**src/rtl/win_scan_controller.sv**
```systemverilog
// Win-line scanner for a 6x7 board that feeds every row and column through an external four-in-a-row recognizer.
// Optional macro WIN_SCAN_DIAG_EN adds the rising and falling diagonals after the columns.
module win_scan_controller (
    input  logic       clock,
    input  logic       reset,
    input  logic       start,
    output logic       board_rd_en,
    output logic [2:0] board_row,
    output logic [2:0] board_col,
    input  logic [1:0] board_piece,
    output logic [1:0] rec_in,
    output logic       rec_reset,
    input  logic [1:0] rec_out,
    output logic       busy,
    output logic       done,
    output logic [1:0] winner,
    output logic [1:0] state_dbg
);

    typedef enum logic [1:0] {IDLE = 2'd0, SCAN = 2'd1, DRAIN = 2'd2, DONE = 2'd3} state_t;
    typedef enum logic [1:0] {PH_ROWS = 2'd0, PH_COLS = 2'd1, PH_RISE = 2'd2, PH_FALL = 2'd3} phase_t;

    state_t     state_q, state_d;
    phase_t     phase_q, phase_d, next_phase;
    logic [2:0] row_q, row_d, col_q, col_d;
    logic       rd_en_q, rd_en_d, rd_prev_q, rd_prev_d;
    logic       chk_q, chk_d, drain_q, drain_d;
    logic       busy_q, busy_d, done_q, done_d, rec_reset_q, rec_reset_d;
    logic [1:0] winner_q, winner_d;
    logic       line_end, scan_end;
    logic [2:0] step_row, step_col, start_row, start_col;
`ifdef WIN_SCAN_DIAG_EN
    logic [2:0] line_q, line_d, line_inc, next_line;
`endif

    // Line geometry: the next address inside the current line, and where the following line begins.
    always_comb begin
        step_row   = row_q;
        step_col   = col_q;
        start_row  = 3'd0;
        start_col  = 3'd0;
        line_end   = 1'b0;
        scan_end   = 1'b0;
        next_phase = phase_q;
`ifdef WIN_SCAN_DIAG_EN
        line_inc   = line_q + 3'd1;
        next_line  = line_inc;
`endif
        case (phase_q)
            PH_ROWS: begin
                step_col = col_q + 3'd1;
                line_end = (col_q == 3'd6);
                if (row_q == 3'd5) next_phase = PH_COLS;
                else               start_row  = row_q + 3'd1;
            end
            PH_COLS: begin
                step_row = row_q + 3'd1;
                line_end = (row_q == 3'd5);
                if (col_q == 3'd6) begin
`ifdef WIN_SCAN_DIAG_EN
                    next_phase = PH_RISE;
                    start_row  = 3'd2;
                    next_line  = 3'd0;
`else
                    scan_end   = 1'b1;
`endif
                end else begin
                    start_col = col_q + 3'd1;
                end
            end
`ifdef WIN_SCAN_DIAG_EN
            PH_RISE: begin
                step_row = row_q + 3'd1;
                step_col = col_q + 3'd1;
                line_end = (row_q == 3'd5) || (col_q == 3'd6);
                if (line_q == 3'd5) begin
                    next_phase = PH_FALL;
                    start_row  = 3'd3;
                    next_line  = 3'd0;
                end else if (line_inc <= 3'd2) begin
                    start_row = 3'd2 - line_inc;
                end else begin
                    start_col = line_inc - 3'd2;
                end
            end
            PH_FALL: begin
                step_row = row_q - 3'd1;
                step_col = col_q + 3'd1;
                line_end = (row_q == 3'd0) || (col_q == 3'd6);
                if (line_q == 3'd5) begin
                    scan_end = 1'b1;
                end else if (line_inc <= 3'd2) begin
                    start_row = 3'd3 + line_inc;
                end else begin
                    start_row = 3'd5;
                    start_col = line_inc - 3'd2;
                end
            end
`endif
            default: ;
        endcase
    end

    always_comb begin
        state_d     = state_q;
        phase_d     = phase_q;
        row_d       = row_q;
        col_d       = col_q;
        rd_en_d     = rd_en_q;
        rd_prev_d   = rd_en_q;
        chk_d       = chk_q;
        drain_d     = drain_q;
        busy_d      = busy_q;
        done_d      = 1'b0;
        rec_reset_d = rec_reset_q;
        winner_d    = winner_q;
`ifdef WIN_SCAN_DIAG_EN
        line_d      = line_q;
`endif
        case (state_q)
            IDLE: begin
                if (start) begin
                    state_d     = SCAN;
                    phase_d     = PH_ROWS;
                    row_d       = 3'd0;
                    col_d       = 3'd0;
                    rd_en_d     = 1'b1;
                    chk_d       = 1'b0;
                    busy_d      = 1'b1;
                    rec_reset_d = 1'b1;
                    winner_d    = 2'b00;
`ifdef WIN_SCAN_DIAG_EN
                    line_d      = 3'd0;
`endif
                end
            end
            SCAN: begin
                chk_d = 1'b1;
                if (chk_q && (rec_out != 2'b00)) begin
                    state_d     = DONE;
                    winner_d    = rec_out;
                    rd_en_d     = 1'b0;
                    done_d      = 1'b1;
                    busy_d      = 1'b0;
                    rec_reset_d = 1'b0;
                end else if (!rd_en_q) begin
                    rd_en_d = 1'b1;
                end else if (!line_end) begin
                    row_d = step_row;
                    col_d = step_col;
                end else begin
                    // The gap after the final line doubles as the first drain cycle.
                    rd_en_d = 1'b0;
                    if (scan_end) begin
                        state_d = DRAIN;
                        drain_d = 1'b0;
                    end else begin
                        row_d   = start_row;
                        col_d   = start_col;
                        phase_d = next_phase;
`ifdef WIN_SCAN_DIAG_EN
                        line_d  = next_line;
`endif
                    end
                end
            end
            DRAIN: begin
                if ((rec_out != 2'b00) || drain_q) begin
                    state_d     = DONE;
                    winner_d    = rec_out;
                    done_d      = 1'b1;
                    busy_d      = 1'b0;
                    rec_reset_d = 1'b0;
                end else begin
                    drain_d = 1'b1;
                end
            end
            DONE: state_d = IDLE;
            default: state_d = IDLE;
        endcase
    end

    always_ff @(posedge clock or negedge reset) begin
        if (!reset) begin
            state_q     <= IDLE;
            phase_q     <= PH_ROWS;
            row_q       <= 3'd0;
            col_q       <= 3'd0;
            rd_en_q     <= 1'b0;
            rd_prev_q   <= 1'b0;
            chk_q       <= 1'b0;
            drain_q     <= 1'b0;
            busy_q      <= 1'b0;
            done_q      <= 1'b0;
            rec_reset_q <= 1'b0;
            winner_q    <= 2'b00;
`ifdef WIN_SCAN_DIAG_EN
            line_q      <= 3'd0;
`endif
        end else begin
            state_q     <= state_d;
            phase_q     <= phase_d;
            row_q       <= row_d;
            col_q       <= col_d;
            rd_en_q     <= rd_en_d;
            rd_prev_q   <= rd_prev_d;
            chk_q       <= chk_d;
            drain_q     <= drain_d;
            busy_q      <= busy_d;
            done_q      <= done_d;
            rec_reset_q <= rec_reset_d;
            winner_q    <= winner_d;
`ifdef WIN_SCAN_DIAG_EN
            line_q      <= line_d;
`endif
        end
    end

    // Read data arrives one cycle after its address; a gap feeds 00 so the recognizer's run breaks.
    assign rec_in      = (rd_prev_q && rec_reset_q && (board_piece != 2'b11)) ? board_piece : 2'b00;
    assign board_rd_en = rd_en_q;
    assign board_row   = row_q;
    assign board_col   = col_q;
    assign rec_reset   = rec_reset_q;
    assign busy        = busy_q;
    assign done        = done_q;
    assign winner      = winner_q;
    assign state_dbg   = state_q;

endmodule

```
**config.mk**
```make
export PLATFORM = sky130hd
export DESIGN_NAME = win_scan_controller
export DESIGN_NICKNAME = d
export VERILOG_FILES = /design/src/rtl/win_scan_controller.sv
export SDC_FILE = /design/constraint.sdc
export NUM_CORES = 1
export LEC_CHECK = 0
export ABC_AREA = 0
export BUFFER_PORTS_ARGS = -buffer_cell sky130_fd_sc_hd__buf_2
export CAP_MARGIN = 20
export CORE_MARGIN = 10
export CORE_UTILIZATION = 30
export CTS_BUF_LIST = sky130_fd_sc_hd__clkbuf_8 sky130_fd_sc_hd__clkbuf_16
export DETAILED_ROUTE_END_ITERATION = 6
export GPL_TIMING_DRIVEN = 0
export HOLD_SLACK_MARGIN = 0.1
export PLACE_DENSITY = 0.52
export SYNTH_ARGS = -nofsm -noshare
export SYNTH_HDL_FRONTEND = slang
export SYNTH_SLANG_ARGS = --single-unit
```
**constraint.sdc**
```tcl
create_clock -name clock -period 2.8 [get_ports clock]
set_clock_uncertainty 0.1 [all_clocks]
set_input_delay 0.56 -clock clock [delete_from_list [all_inputs] [get_ports clock]]
set_output_delay 0.56 -clock clock [all_outputs]
set_load 0.02 [all_outputs]
```
* Word level (Yosys, flattened, before mapping) *
Cells that the tools add are included.

storage, ports and cells
  register bits = 18
  bits of input ports = 7
  output and inout bits = 16

operators by class
  $add $sub $neg = 2
  equality and inequality tests = 24
  multiplexer cells = 58
  reduce and logical (&&, ||, !) cells = 17

operators by type and width
  kind                                                                    count
  3-bit 2-to-1 mux                                                        15
  2-bit 2-to-1 mux                                                        16
  2-bit != test (second input constant)                                   11
  6-bit AND reduction                                                     3
  1-bit 2-to-1 mux                                                        16
  3-bit != test (second input constant)                                   4
  3-bit case mux with 2 select lines                                      2
  1-bit case mux with 2 select lines                                      5
  2-bit case mux with 4 select lines                                      1
  8-bit AND reduction                                                     1
  3-bit by 1-bit adder with 3-bit output (second input constant)          2
  3-bit equality test (second input constant)                             2
  3-bit by 2-bit != test with 1-bit output (second input constant)        2
  2-bit case mux with 3 select lines                                      1
  2-bit nonzero test                                                      3
  5-bit AND reduction                                                     1
  2-bit by 1-bit equality test with 1-bit output (second input constant)  2
  2-bit equality test (second input constant)                             2
  2-bit zero test                                                         2
  2-bit case mux with 2 select lines                                      1
  4-bit AND reduction                                                     1
  1-bit logical AND                                                       3
  1-bit case mux with 3 select lines                                      1
  3-bit nonzero test                                                      1
  other kinds (3)                                                         3

* Depth between registers and ports, before layout *
  depth after elaboration = 8
  gate-level depth with buffers = 8
  gate-level depth less buffers = 6

* Least setup slack after synthesis *
No wires, ideal clock.

  path kind = register to register
  start = reg state_q[0] (netlist: state_dbg[0])
  end = reg col_q[1] (netlist: board_col[1])
  data arrival time = 1.922 ns
  path slack = 0.652 ns
  stages on the path, launching flop included = 7
  period minus slack after synthesis = 2.148 ns
  path through = dfrtp_1 > inv_1 > ha_1 > nor2b_1 > or3_1 > clkbuf_1 > a221o_1

between the ends
  word-level cells in the longest chain between the ends = 3
  elaborated cells on any way between the ends = 10

RTL lines
  element                                                                                   RTL line  text
  start, declared                                                                           23        state_t state_q, state_d;
  start signal, assigned                                                                    201       state_q <= state_d;
  2-bit by 1-bit equality test with 1-bit output / 2-bit zero test (equally long branches)  120       case (state_q)
  3-bit by 2-bit != test with 1-bit output (no source line), or another cell as far along   --
  6-bit AND reduction (no source line)                                                      --
  end signal, assigned                                                                      204       col_q <= col_d;
  end, declared                                                                             25        logic [2:0] row_q, row_d, col_q, col_d;

Parallel ways exist; a longest one is shown, timed or not.
A chain may end at the register's enable or synchronous reset.

* Worst setup path after layout *
Ends and elaborated chain as after synthesis.

==> reports/metrics.csv <==
metric;value;unit
remaining antenna violation count;0;
IO Pins;23;
ys async rst share;100;%
CTS Hold Bufs;0;
status;finished, final reports clean;
Crit path depth;6;
hpwl dp;1950;um
largest net degree at the start of global routing;18;
CP endpoint;board_col[1];
fmax;460;MHz
Leak;0.614;nW
Final Hold Vio Count;0;
crit path from;state_dbg[0];
CP Max Fanout;8;
grt total ovfl;0;
Worst Path Buf+Inv;2;
sum of negative setup slack;0;ps
Final Setup Violations;0;
FF+latch count, synth;17;
Crit Reg-Reg Startpoint;state_dbg[0];
Synth cell types;42;
Slowest cell on crit path;dfrtp_1;
CP arrival;2220;ps
Clock Latency Late Sink;260;ps
slowest stage delay, CP;410;ps
Max Cap Viol;0;
leading area contributor after synthesis;dfrtp_1;
vias in the first global route;932;
CTS tree;yes;
clock root buffer;clkbuf_8;
Slew headroom;60.1;%
Clk pin slew, worst setup/hold paths;70;ps
CTS Sinks;17;
DR vias;960;
Max VDD drop;382;uV
WHS;118;ps
GRT Overall Usage;8.48;%
ys flop type;dfrtp_1;
syn avg cell area;9.31;sq um
Hold Crit Class;input pin to asynchronous set/reset pin;
post-route insts no fill;189;
PwrDens;1010;mW/mm^2
antenna violations before repair;0;
RSZ-0062 raised after global routing;false;
CTS Buf Count;3;
setup slack, reg-to-reg;630;ps
Placeable Area;0.00342;sq mm
post-route setup slack;626;ps
fin crit period;2170;ps
global placer's final weighted congestion;0.742;
sequential share of the synthesized area;39.0;%
Area Growth Syn to Fin;19.5;%
final core utilization;38.1;%
Routed wire per std cell;13.7;um
yosys warns;0;
1st-iter DRT viols;55;
most common cell after layout, fill and taps aside;buf_2;
Via density;5.08;
Place WS;603;ps
CTS H-tree depth;1;
Cells after Synth;117;
Crit. End Element;flip-flop;
Final Max Slew Viols;0;
Reg2Reg Depth;6;
die width;80.3;um
placed cells;185;
syn nets;132;
Final Cycle Share;77.7;%
drt drc;0;
CP Launch Type;flip-flop;
maximum clock path buffer count;2;
Fill cells;378;
Post-CTS Resized;0;
Synth top area share;39.0;%
port bufs;22;
post-CTS setup buffer count;0;
crit path kind;flip-flop to flip-flop;
worst-margin pin slew;591;ps
share of cells above drive strength 1;21.0;%
Die Span Y;80.3;um
Die ar.;0.00644;sq mm
cell family with most CP delay;simple AND/OR/NAND/NOR gates;
Detailed Route WL;2590;um
worst flop-to-flop path endpoint;board_col[1];
Post-synth EDFFs;0;
Post-layout nets;159;
CP cell instances;inv_1 -> ha_1 -> nor2b_1 -> or3_1 -> clkbuf_1 -> a221o_1;
critical path data required time;2850;ps
row count;21;
starting density of the core;31.9;%
ranking of synthesized cells by area;dfrtp_1 (39%), ha_1 (9.2%), a21oi_1 (4.6%), nor2_1 (3.1%), a221o_1 (2.8%);
global-route wire length before repair;4370;um
most frequent cells in the layout;buf_2 (23), dfrtp_1 (17), a21oi_1 (10);
synthesized cell area;0.00109;sq mm
Inserted Diodes;0;
iteration count of the initial detailed-routing pass;4;
## cell families after synthesis
logic type,after synthesis,synth area share (%)
AND/OR/NAND/NOR,42,20.6
AO/OA/AOI/OAI,36,24.0
flip-flops,17,39.0
buffers and inverters,12,5.28
adder cells (fa/ha/maj),8,9.19
multiplexers,2,1.95
## cell type report
cell class / count / area, sq um / area share, %
buffer: 5 / 31.3 / 2.40
clock buffer: 3 / 41.3 / 3.17
clock inverter: 1 / 3.75 / 0.288
inverter: 7 / 26.3 / 2.02
multi-input combinational: 88 / 607 / 46.6
sequential: 17 / 425 / 32.7
tap: 46 / 57.6 / 4.42
timing repair buffer: 22 / 110 / 8.45
## cells in the mapped netlist (2+ instances only)
master / instances
nor2_1: 9
a21oi_1: 10
o21a_1: 2
clkbuf_1: 2
and2_1: 3
o21ai_0: 6
inv_1: 7
ha_1: 8
a221o_1: 3
nand3_1: 5
nor4_1: 2
nor2b_1: 2
nand2_1: 8
dfrtp_1: 17
o211a_1: 2
nor3b_1: 3
nor3_1: 3
## registers in the layout, summed over array words and instances (netlist names)
signal	flops
board_rd_en	1
phase_q	1
drain_q	1
rd_prev_q	1
board_col	3
rec_reset	1
board_row	3
chk_q	1
state_dbg	2
done	1
winner	2
## through the flow
stage	instance area, sq um	power, mW
2_1_floorplan	1090	0.941
3_3_place_gp	1260	1.14
3_5_place_dp	1260	1.15
4_1_cts	1300	1.35
5_1_grt	1300	1.45
6_report	1300	1.32
## report_power, final
part	internal (mW)	total, mW	switching [mW]	leakage [nW]
Sequential	0.330	0.416	0.0862	0.213
Clock	0.0976	0.189	0.0914	0.0269
Combinational	0.285	0.716	0.432	0.374
Total	0.712	1.32	0.609	0.614
## routing by layer
layer | vias to the layer above | GRT usage [%] | share of wire, %
met5 | - | 0 | 0
met4 | 0 | 5.28 | 1.5
met3 | 4 | 2.45 | 6.0
met2 | 17 | 13.2 | 47
met1 | 451 | 10.0 | 46
li1 | 488 | - | -
## worst min-delay path by stage
stage	from	endpoint	cells after the start
after CTS	reset	board_rd_en	1
after floorplan	reset	board_col[0]	0
after global placement	reset	state_dbg[1]	1
after detailed placement	reset	state_dbg[1]	1
after global routing	reset	state_dbg[1]	1
final	reset	board_rd_en	1
Note: power is estimated with default switching activity, not from simulation.
